--- src/rtl/trig_pkg.sv ---
// Shared constants, state codes and float helpers for the trig angle sequencer.
package trig_pkg;

    localparam int REDUCE_STEPS = 24;

    localparam logic [31:0] FP_ZERO     = 32'h0000_0000;
    localparam logic [31:0] FP_ONE      = 32'h3F80_0000;
    localparam int          FP_SIGN_BIT = 31;

    localparam logic [31:0] DEG_90  = 32'd90;
    localparam logic [31:0] DEG_180 = 32'd180;
    localparam logic [31:0] DEG_270 = 32'd270;
    localparam logic [31:0] DEG_360 = 32'd360;

    typedef logic [2:0] state_t;

    localparam state_t S_IDLE     = 3'd0;
    localparam state_t S_REDUCE   = 3'd1;
    localparam state_t S_FOLD     = 3'd2;
    localparam state_t S_SIN_REQ  = 3'd3;
    localparam state_t S_SIN_WAIT = 3'd4;
    localparam state_t S_COS_REQ  = 3'd5;
    localparam state_t S_COS_WAIT = 3'd6;
    localparam state_t S_DONE     = 3'd7;

    // Table endpoints are exact constants; the table word is only trusted inside
    function automatic logic [31:0] lut_mag(
        input logic [31:0] ang,
        input logic [31:0] val
    );
        logic [31:0] m;
        if (ang == 32'd0)
            m = FP_ZERO;
        else if (ang == DEG_90)
            m = FP_ONE;
        else
            m = {1'b0, val[FP_SIGN_BIT-1:0]};
        return m;
    endfunction

    // A zero magnitude never carries a sign, so -0.0 cannot appear
    function automatic logic [31:0] with_sign(
        input logic        neg,
        input logic [31:0] mag
    );
        logic [31:0] w;
        if (mag == FP_ZERO)
            w = FP_ZERO;
        else
            w = {neg, mag[FP_SIGN_BIT-1:0]};
        return w;
    endfunction

endpackage

--- src/rtl/trig_angle_seq_if.sv ---
// Angle-in / float-out valid-ready bundle of the trig sequencer.
// out_cos exists only when TRIG_COS_EN is defined.
interface trig_angle_seq_if #(
    parameter int DATA_W = 32
);
    logic              in_valid;
    logic              in_ready;
    logic [DATA_W-1:0] in_angle;
    logic              out_valid;
    logic              out_ready;
    logic [DATA_W-1:0] out_sin;
`ifdef TRIG_COS_EN
    logic [DATA_W-1:0] out_cos;
`endif

    modport master (
        output in_valid, in_angle, out_ready,
`ifdef TRIG_COS_EN
        input  out_cos,
`endif
        input  in_ready, out_valid, out_sin
    );

    modport slave (
        input  in_valid, in_angle, out_ready,
`ifdef TRIG_COS_EN
        output out_cos,
`endif
        output in_ready, out_valid, out_sin
    );

endinterface

--- src/rtl/angle_mod360.sv ---
// Iterative mod-360 reducer: one conditional subtract of 360<<k per cycle.
// done marks the cycle in which the final (k=0) step is applied.
module angle_mod360
    import trig_pkg::*;
#(
    parameter int DATA_W = 32,
    parameter int STEPS  = REDUCE_STEPS,
    localparam int KW    = $clog2(STEPS)
) (
    input  logic              clk,
    input  logic              rst_n,
    input  logic              start,
    input  logic [DATA_W-1:0] angle,
    output logic              done,
    output logic [DATA_W-1:0] r
);

    logic [KW-1:0]     k;
    logic              run;
    logic [DATA_W-1:0] sub;

    assign sub  = DATA_W'(DEG_360) << k;
    assign done = run && (k == '0);

    always_ff @(posedge clk) begin
        if (!rst_n) begin
            r   <= '0;
            k   <= '0;
            run <= 1'b0;
        end else if (start) begin
            r   <= angle;
            k   <= KW'(STEPS - 1);
            run <= 1'b1;
        end else if (run) begin
            if (r >= sub)
                r <= r - sub;
            if (k == '0)
                run <= 1'b0;
            else
                k <= k - 1'b1;
        end
    end

endmodule

--- src/rtl/trig_angle_seq.sv ---
// Sine-table front end: mod-360 reduce, quadrant fold, table sequencing, sign restore.
// Define TRIG_COS_EN to add the cosine lookup and the out_cos output.
module trig_angle_seq
    import trig_pkg::*;
#(
    parameter int DATA_W       = 32,
    parameter int LUT_LAT      = 1,
    parameter int REDUCE_STEPS = trig_pkg::REDUCE_STEPS
) (
    input  logic              clk,
    input  logic              rst_n,
    trig_angle_seq_if.slave   bus,
    output logic [DATA_W-1:0] lut_angle,
    input  logic [DATA_W-1:0] lut_value,
    output logic              busy
);

    state_t            state;
    logic [DATA_W-1:0] a;
    logic              ss;
    logic [7:0]        wcnt;
    logic              accept;
    logic              red_done;
    logic [DATA_W-1:0] r;
    logic [DATA_W-1:0] fa;
    logic              fss;
    logic [DATA_W-1:0] sin_word;
`ifdef TRIG_COS_EN
    logic              cs;
    logic              fcs;
    logic [DATA_W-1:0] cos_word;
`endif

    assign bus.in_ready = (state == S_IDLE) && rst_n;
    assign accept       = bus.in_valid && bus.in_ready;
    assign busy         = (state != S_IDLE);

    angle_mod360 #(
        .DATA_W (DATA_W),
        .STEPS  (REDUCE_STEPS)
    ) u_mod (
        .clk    (clk),
        .rst_n  (rst_n),
        .start  (accept),
        .angle  (bus.in_angle),
        .done   (red_done),
        .r      (r)
    );

    // Fold 0..359 into the table's 0..90 domain, keeping quadrant signs
    always_comb begin
        fa  = r;
        fss = 1'b0;
`ifdef TRIG_COS_EN
        fcs = 1'b0;
`endif
        unique case (1'b1)
            (r <= DEG_90): begin
                fa = r;
            end
            (r > DEG_90 && r <= DEG_180): begin
                fa = DEG_180 - r;
`ifdef TRIG_COS_EN
                fcs = 1'b1;
`endif
            end
            (r > DEG_180 && r <= DEG_270): begin
                fa  = r - DEG_180;
                fss = 1'b1;
`ifdef TRIG_COS_EN
                fcs = 1'b1;
`endif
            end
            (r > DEG_270): begin
                fa  = DEG_360 - r;
                fss = 1'b1;
            end
        endcase
    end

    assign sin_word = with_sign(ss, lut_mag(a, lut_value));
`ifdef TRIG_COS_EN
    assign cos_word = with_sign(cs, lut_mag(DEG_90 - a, lut_value));
`endif

    always_ff @(posedge clk) begin
        if (!rst_n) begin
            state         <= S_IDLE;
            a             <= '0;
            ss            <= 1'b0;
            wcnt          <= '0;
            lut_angle     <= '0;
            bus.out_valid <= 1'b0;
            bus.out_sin   <= '0;
`ifdef TRIG_COS_EN
            cs            <= 1'b0;
            bus.out_cos   <= '0;
`endif
        end else begin
            unique case (state)
                S_IDLE: begin
                    if (accept)
                        state <= S_REDUCE;
                end
                S_REDUCE: begin
                    if (red_done)
                        state <= S_FOLD;
                end
                S_FOLD: begin
                    a         <= fa;
                    ss        <= fss;
`ifdef TRIG_COS_EN
                    cs        <= fcs;
`endif
                    lut_angle <= fa;
                    state     <= S_SIN_REQ;
                end
                S_SIN_REQ: begin
                    wcnt  <= 8'(LUT_LAT - 1);
                    state <= S_SIN_WAIT;
                end
                S_SIN_WAIT: begin
                    if (wcnt == '0) begin
                        bus.out_sin <= sin_word;
`ifdef TRIG_COS_EN
                        lut_angle   <= DEG_90 - a;
                        state       <= S_COS_REQ;
`else
                        bus.out_valid <= 1'b1;
                        state         <= S_DONE;
`endif
                    end else begin
                        wcnt <= wcnt - 1'b1;
                    end
                end
`ifdef TRIG_COS_EN
                S_COS_REQ: begin
                    wcnt  <= 8'(LUT_LAT - 1);
                    state <= S_COS_WAIT;
                end
                S_COS_WAIT: begin
                    if (wcnt == '0) begin
                        bus.out_cos   <= cos_word;
                        bus.out_valid <= 1'b1;
                        state         <= S_DONE;
                    end else begin
                        wcnt <= wcnt - 1'b1;
                    end
                end
`endif
                S_DONE: begin
                    if (bus.out_ready) begin
                        bus.out_valid <= 1'b0;
                        state         <= S_IDLE;
                    end
                end
                default: begin
                    state <= S_IDLE;
                end
            endcase
        end
    end

endmodule

--- src/flat_wrapper.sv ---
// flat-port wrapper written by rule: the top's interface ports become plain ports
module trig_angle_seq_flat import trig_pkg::*;
#(
    parameter int DATA_W       = 32,
    parameter int LUT_LAT      = 1,
    parameter int REDUCE_STEPS = trig_pkg::REDUCE_STEPS
)
  (clk, rst_n, lut_angle, lut_value, busy, bus_in_valid, bus_in_angle, bus_out_ready, bus_in_ready, bus_out_valid, bus_out_sin);
  trig_angle_seq_if #(.DATA_W(DATA_W)) bus_i ();
  input  logic clk;
  input  logic rst_n;
  output logic [DATA_W-1:0] lut_angle;
  input  logic [DATA_W-1:0] lut_value;
  output logic busy;
  input wire logic [$bits(bus_i.in_valid)-1:0] bus_in_valid;
  input wire logic [$bits(bus_i.in_angle)-1:0] bus_in_angle;
  input wire logic [$bits(bus_i.out_ready)-1:0] bus_out_ready;
  output wire logic [$bits(bus_i.in_ready)-1:0] bus_in_ready;
  output wire logic [$bits(bus_i.out_valid)-1:0] bus_out_valid;
  output wire logic [$bits(bus_i.out_sin)-1:0] bus_out_sin;
  assign bus_i.in_valid = bus_in_valid;
  assign bus_i.in_angle = bus_in_angle;
  assign bus_i.out_ready = bus_out_ready;
  assign bus_in_ready = bus_i.in_ready;
  assign bus_out_valid = bus_i.out_valid;
  assign bus_out_sin = bus_i.out_sin;
  trig_angle_seq #(.DATA_W(DATA_W), .LUT_LAT(LUT_LAT), .REDUCE_STEPS(REDUCE_STEPS)) u_core (.clk(clk), .rst_n(rst_n), .bus(bus_i), .lut_angle(lut_angle), .lut_value(lut_value), .busy(busy));
endmodule
--- config.mk ---
export PLATFORM = sky130hd
export DESIGN_NAME = trig_angle_seq_flat
export DESIGN_NICKNAME = d
export VERILOG_FILES = /design/src/rtl/trig_pkg.sv /design/src/rtl/trig_angle_seq_if.sv /design/src/rtl/angle_mod360.sv /design/src/rtl/trig_angle_seq.sv /design/src/flat_wrapper.sv
export SDC_FILE = /design/constraint.sdc
export NUM_CORES = 1
export LEC_CHECK = 0
export CAP_MARGIN = 20
export CORE_UTILIZATION = 58
export DETAILED_ROUTE_END_ITERATION = 16
export PLACE_DENSITY = 0.87
export SLEW_MARGIN = 20
export SYNTH_ARGS = -nofsm -noshare
export SYNTH_HDL_FRONTEND = slang
export SYNTH_SLANG_ARGS = --single-unit
--- constraint.sdc ---
create_clock -name clk -period 11.9 [get_ports clk]
set_input_delay 3.57 -clock clk [delete_from_list [all_inputs] [get_ports clk]]
set_output_delay 3.57 -clock clk [all_outputs]
set_load 0.02 [all_outputs]
---- After elaboration in Yosys (flattened, before gate mapping) ----
Cells that the tools add are included.
storage, ports and cells
  register bits ........................... 115
  output and inout port bits .............. 67
  logic and storage cells ................. 86
  bits of input ports ..................... 68
operators by class
  bitwise operators ....................... 2
  $add $sub $neg .......................... 6
  shifts and indexed selects .............. 1
  muxes and demuxes ....................... 24
  $lt $le $gt $ge ......................... 7
  reduce and logical (&&, ||, !) cells .... 24
  equality and inequality tests ........... 12
operators with widths
  operator               number
  $mux 32                5
  $pmux 32 s4            1
  $logic_not 32->1       2
  $eq 32x7->1 const B    1
  $ge 32x32->1           1
  $gt 32x7->1 const B    1
  $gt 32x8->1 const B    1
  $gt 32x9->1 const B    1
  $le 32x7->1 const B    1
  $le 32x8->1 const B    1
  $le 32x9->1 const B    1
  $shl 9x5->32 const A   1
  $sub 32x32->32         1
  $sub 32x8->32 const B  1
  $sub 8x32->32 const A  1
  $sub 9x32->32 const A  1
  $mux 31                1
  $pmux 3 s6             1
  $pmux 8 s2             1
  $mux 5                 3
  $mux 3                 4
  $reduce_and 2->1       5
  $logic_not 8->1        1
  $mux 8                 1
  other kinds (18)       38

---- Depth between registers and ports, before layout ----
  word-level depth ........................ 5
  depth in mapped cells ................... 17
  gate-level depth less buffers ........... 16

---- Modules after synthesis ----
A second synthesis with hierarchy kept.
unflattened totals
  cell total of the unflattened synthesis .. 978
  area total of the unflattened synthesis .. 7942.6 um2
by module, submodules not included
  module          instances  sequential area each (um2)  area an instance (um2)  cells an instance
  trig_angle_seq  1          1541.5                      4304.1                  540
  angle_mod360    1          760.7                       3638.5                  438

---- Least setup slack after synthesis ----
No wires, ideal clock.
  path kind ............................... in2out
  start point ............................. input port rst_n
  end point ............................... output port bus_in_ready
  buffers on the path ..................... 1
  arrival time ............................ 4277 ps
  stages .................................. 3
  required time ........................... 8330 ps
  setup slack ............................. 4053 ps
  cells stage by stage .................... clkbuf_1 -> inv_2 -> nor2_1
between the ends
  word-level cells in the longest chain between the ends .. 1
RTL lines
  what               RTL line              RTL
  from (decl)        flat_wrapper.sv:11    input logic rst_n;
  $logic_and 1x1->1  trig_angle_seq.sv:34  assign bus.in_ready = (state == S_IDLE) && rst_n;
  to (decl)          flat_wrapper.sv:18    output wire logic [$bits(bus_i.in_ready)-1:0] bus_in_ready;
Every way passes these cells.

---- Worst setup path after layout ----
Ends and elaborated chain as after synthesis.

==> flow_metrics.tcl <==
set metrics [dict create \
    grt_pass1_vias 7175 \
    critPathKind "in2out" \
    grt_busiest_layer "met2" \
    drc 0 \
    p_leak_uw 0.003591 \
    cts_buffers 17 \
    final_antenna_net_count 0 \
    yosys.area.top_type "dfxtp_1" \
    max-clock-path-buffers 2 \
    max_freq_mhz 112.6 \
    initial_core_util_pct 59.79 \
    ys_seq_area_share_pct 30.39 \
    max-slew-margin-rel_pct 29.75 \
    grt_max_degree 64 \
    cp_data_required_time_ns 8.33 \
    regToRegStartpoint "u_core.u_mod.r[13]$_SDFFE_PN0N_" \
    maxSlewViolCount 0 \
    core_sq_mm 0.01267 \
    worstHoldPathCells 2 \
    synth_edf_count 0 \
    hold_violations 0 \
    outcome "complete, no violations" \
    ys_types 78 \
    fin_crit_ns 8.881 \
    synth_area_leaders "dfxtp_1, ha_1, nand2_1" \
    synthCells 988 \
    avgSynthCellArea_sq_um 7.668 \
    gr-usage-met2_pct 54.91 \
    synthArstFlopShare_pct 0 \
    die-height_microns 116.3 \
    drive_gt1_share_pct 5.520 \
    min_from "u_core.bus.out_sin[30]$_SDFFE_PN0P_" \
    postCtsSetupRepairBufs 0 \
    clock_latency_ns 0.42 \
    nNetsFinal 1214 \
    setup_tns_ns 0 \
    area_growth_pct 25.75 \
    min_to "u_core.bus.out_sin[30]$_SDFFE_PN0P_" \
    synth_most_common_cell "nand2_1" \
    drtIter0Drc 754 \
    total_power_uw 2751 \
    ir_drop_mv 0.1831 \
    syn_nets 1106 \
    setup_slack_ns 3.019 \
    wl_microns 22470 \
    drt_first_pass_iters 5 \
    cts.clk_slew.worst_paths_ns 0.05 \
    met1_usage_pct 43.75 \
    place_hpwl_microns 16170 \
    grtUsageTotal_pct 33.89 \
    setup_viol 0 \
    vias 7964 \
    htree_levels 4 \
    cts_tree "built" \
    cp-start-kind "input pin" \
    ys_seq_elements 115 \
    powerDensity_mw_per_mm2 288.8 \
    die_w_microns 116.3 \
    grt_pass1_wl_microns 35510 \
    skew_ns 0.006552 \
    cts_sinks 115 \
    cts_resized 0 \
    rsz0062_at_grt "false" \
    ys_warn_count 0 \
    rrSetupSlack_ns 7.30 \
    met3_usage_pct 6.642 \
    core.rowCount 41 \
    worst-path-max-fanout 47 \
    pre_cts_ws_ns 3.034 \
    tightest_slew_ns 1.054 \
    crit_arrival_ns 5.31 \
    place_congestion 0.9486 \
    dieArea_sq_mm 0.01352 \
    ys.flop_type "dfxtp_1" \
    synthTopCellsByCount "nand2_1, dfxtp_1, a21oi_1" \
    synth_top_area_share_pct 30.39 \
    wl_per_cell_microns 17.59 \
    grt_overflow 0 \
    period_share_pct 74.63 \
    r2r_cells 15 \
    hold_buffers 0 \
    port_buffers 133 \
    via_per_inst 6.236 \
    grt_antenna_before_repair 0 \
    timing.rr.end "u_core.lut_angle[15]$_SDFFE_PN0N_" \
    drv_cap 0 \
    finalHoldWorstSlack_ns 0.4470 \
    hold_class "reg2reg" \
    diodes 0 \
    ios 135 \
    end_kind "output pin" \
    ctsRootBufferMaster "clkbuf_16" \
    syn_area_sq_mm 0.007576 \
]
-- critical path: stages --
cell             delay (ns)
clkdlybuf4s50_1        0.47
buf_4                  0.43
inv_2                  0.07
nor2_1                 0.14
clkdlybuf4s50_1        0.62
-- metal layers --
metal  part of all wire, %  up-vias  wire length (microns)
li1                      -     3849                      -
met1                    43     3671                   9599
met2                    46      394                  10380
met3                   8.6       50                   1936
met4                   2.5        0                    553
met5                     0        -                      0
-- power breakdown --
part | internal, uW | switching, uW
sequential | 482 | 152
combinational | 674 | 950
clock | 323 | 171
-- how the worst max path moves through the flow --
stage | from | cells past startpoint | end | slack (ns)
2_1_floorplan | rst_n | 3 | bus_in_ready | 4.05
3_3_place_gp | rst_n | 5 | bus_in_ready | 3.07
3_5_place_dp | rst_n | 5 | bus_in_ready | 3.03
4_1_cts | rst_n | 5 | bus_in_ready | 3.02
5_1_grt | rst_n | 5 | bus_in_ready | 2.92
6_report | rst_n | 5 | bus_in_ready | 3.02
-- through the flow --
step                instance area (sq um)  cells  util, %
floorplan                            7576    988        -
global placement                     8960   1249    70.71
CTS                                  9524   1277    75.17
global route                         9527   1277    75.19
detailed placement                   8960   1249    70.71
finish                               9527   1277    75.19
-- area by class of cell --
type | instances | area, sq um
clock buffers | 22 | 484.2
multi-input cells | 792 | 4952
well taps | 172 | 215.2
flip-flops and latches | 115 | 2302
repair buffers | 139 | 1376
inverters | 31 | 116.4
clock inverters | 6 | 80.08
fillers | 958 | 3144
-- state kept, by name, summed over array words and instances, names as in the netlist --
signal                count
u_core.state              3
u_core.wcnt               8
u_core.lut_angle         32
u_core.bus.out_sin       32
u_core.u_mod.k            5
u_core.bus.out_valid      1
u_core.u_mod.run          1
u_core.ss                 1
u_core.u_mod.r           32
-- cells in the final DEF, fill, tap and decap left out, types with 5 or more instances in the layout --
cell and count:
o211ai_1 19, a21o_1 16, o21ai_0 55, and3_1 5, a21oi_1 87, nand3b_1 5
o21ai_1 6, dfxtp_1 115, a211oi_1 7, nor3_1 29, nand2b_1 12, nor2_1 73
xnor2_1 28, clkdlybuf4s50_1 133, clkbuf_16 17, or3_1 13, nor4_1 23, mux2i_1 9
nand2_1 138, a22o_1 11, inv_1 30, nand4_1 15, nand3_1 46, ha_1 50
buf_4 6, a31oi_1 21, o31ai_1 11, nor2b_1 6, xor2_1 18
-- logic make-up after synthesis --
family	count (synthesis)	synth area share, %
and+or+nand+nor	397	25.90
AOI/OAI and AO/OA	286	24.08
DFF	115	30.39
buffers and inverters	81	4.277
xor gates and xnor gates	46	5.318
adders and majority gates	50	8.258
muxes	13	1.784
No activity file was read; power rests on OpenSTA's default activity.
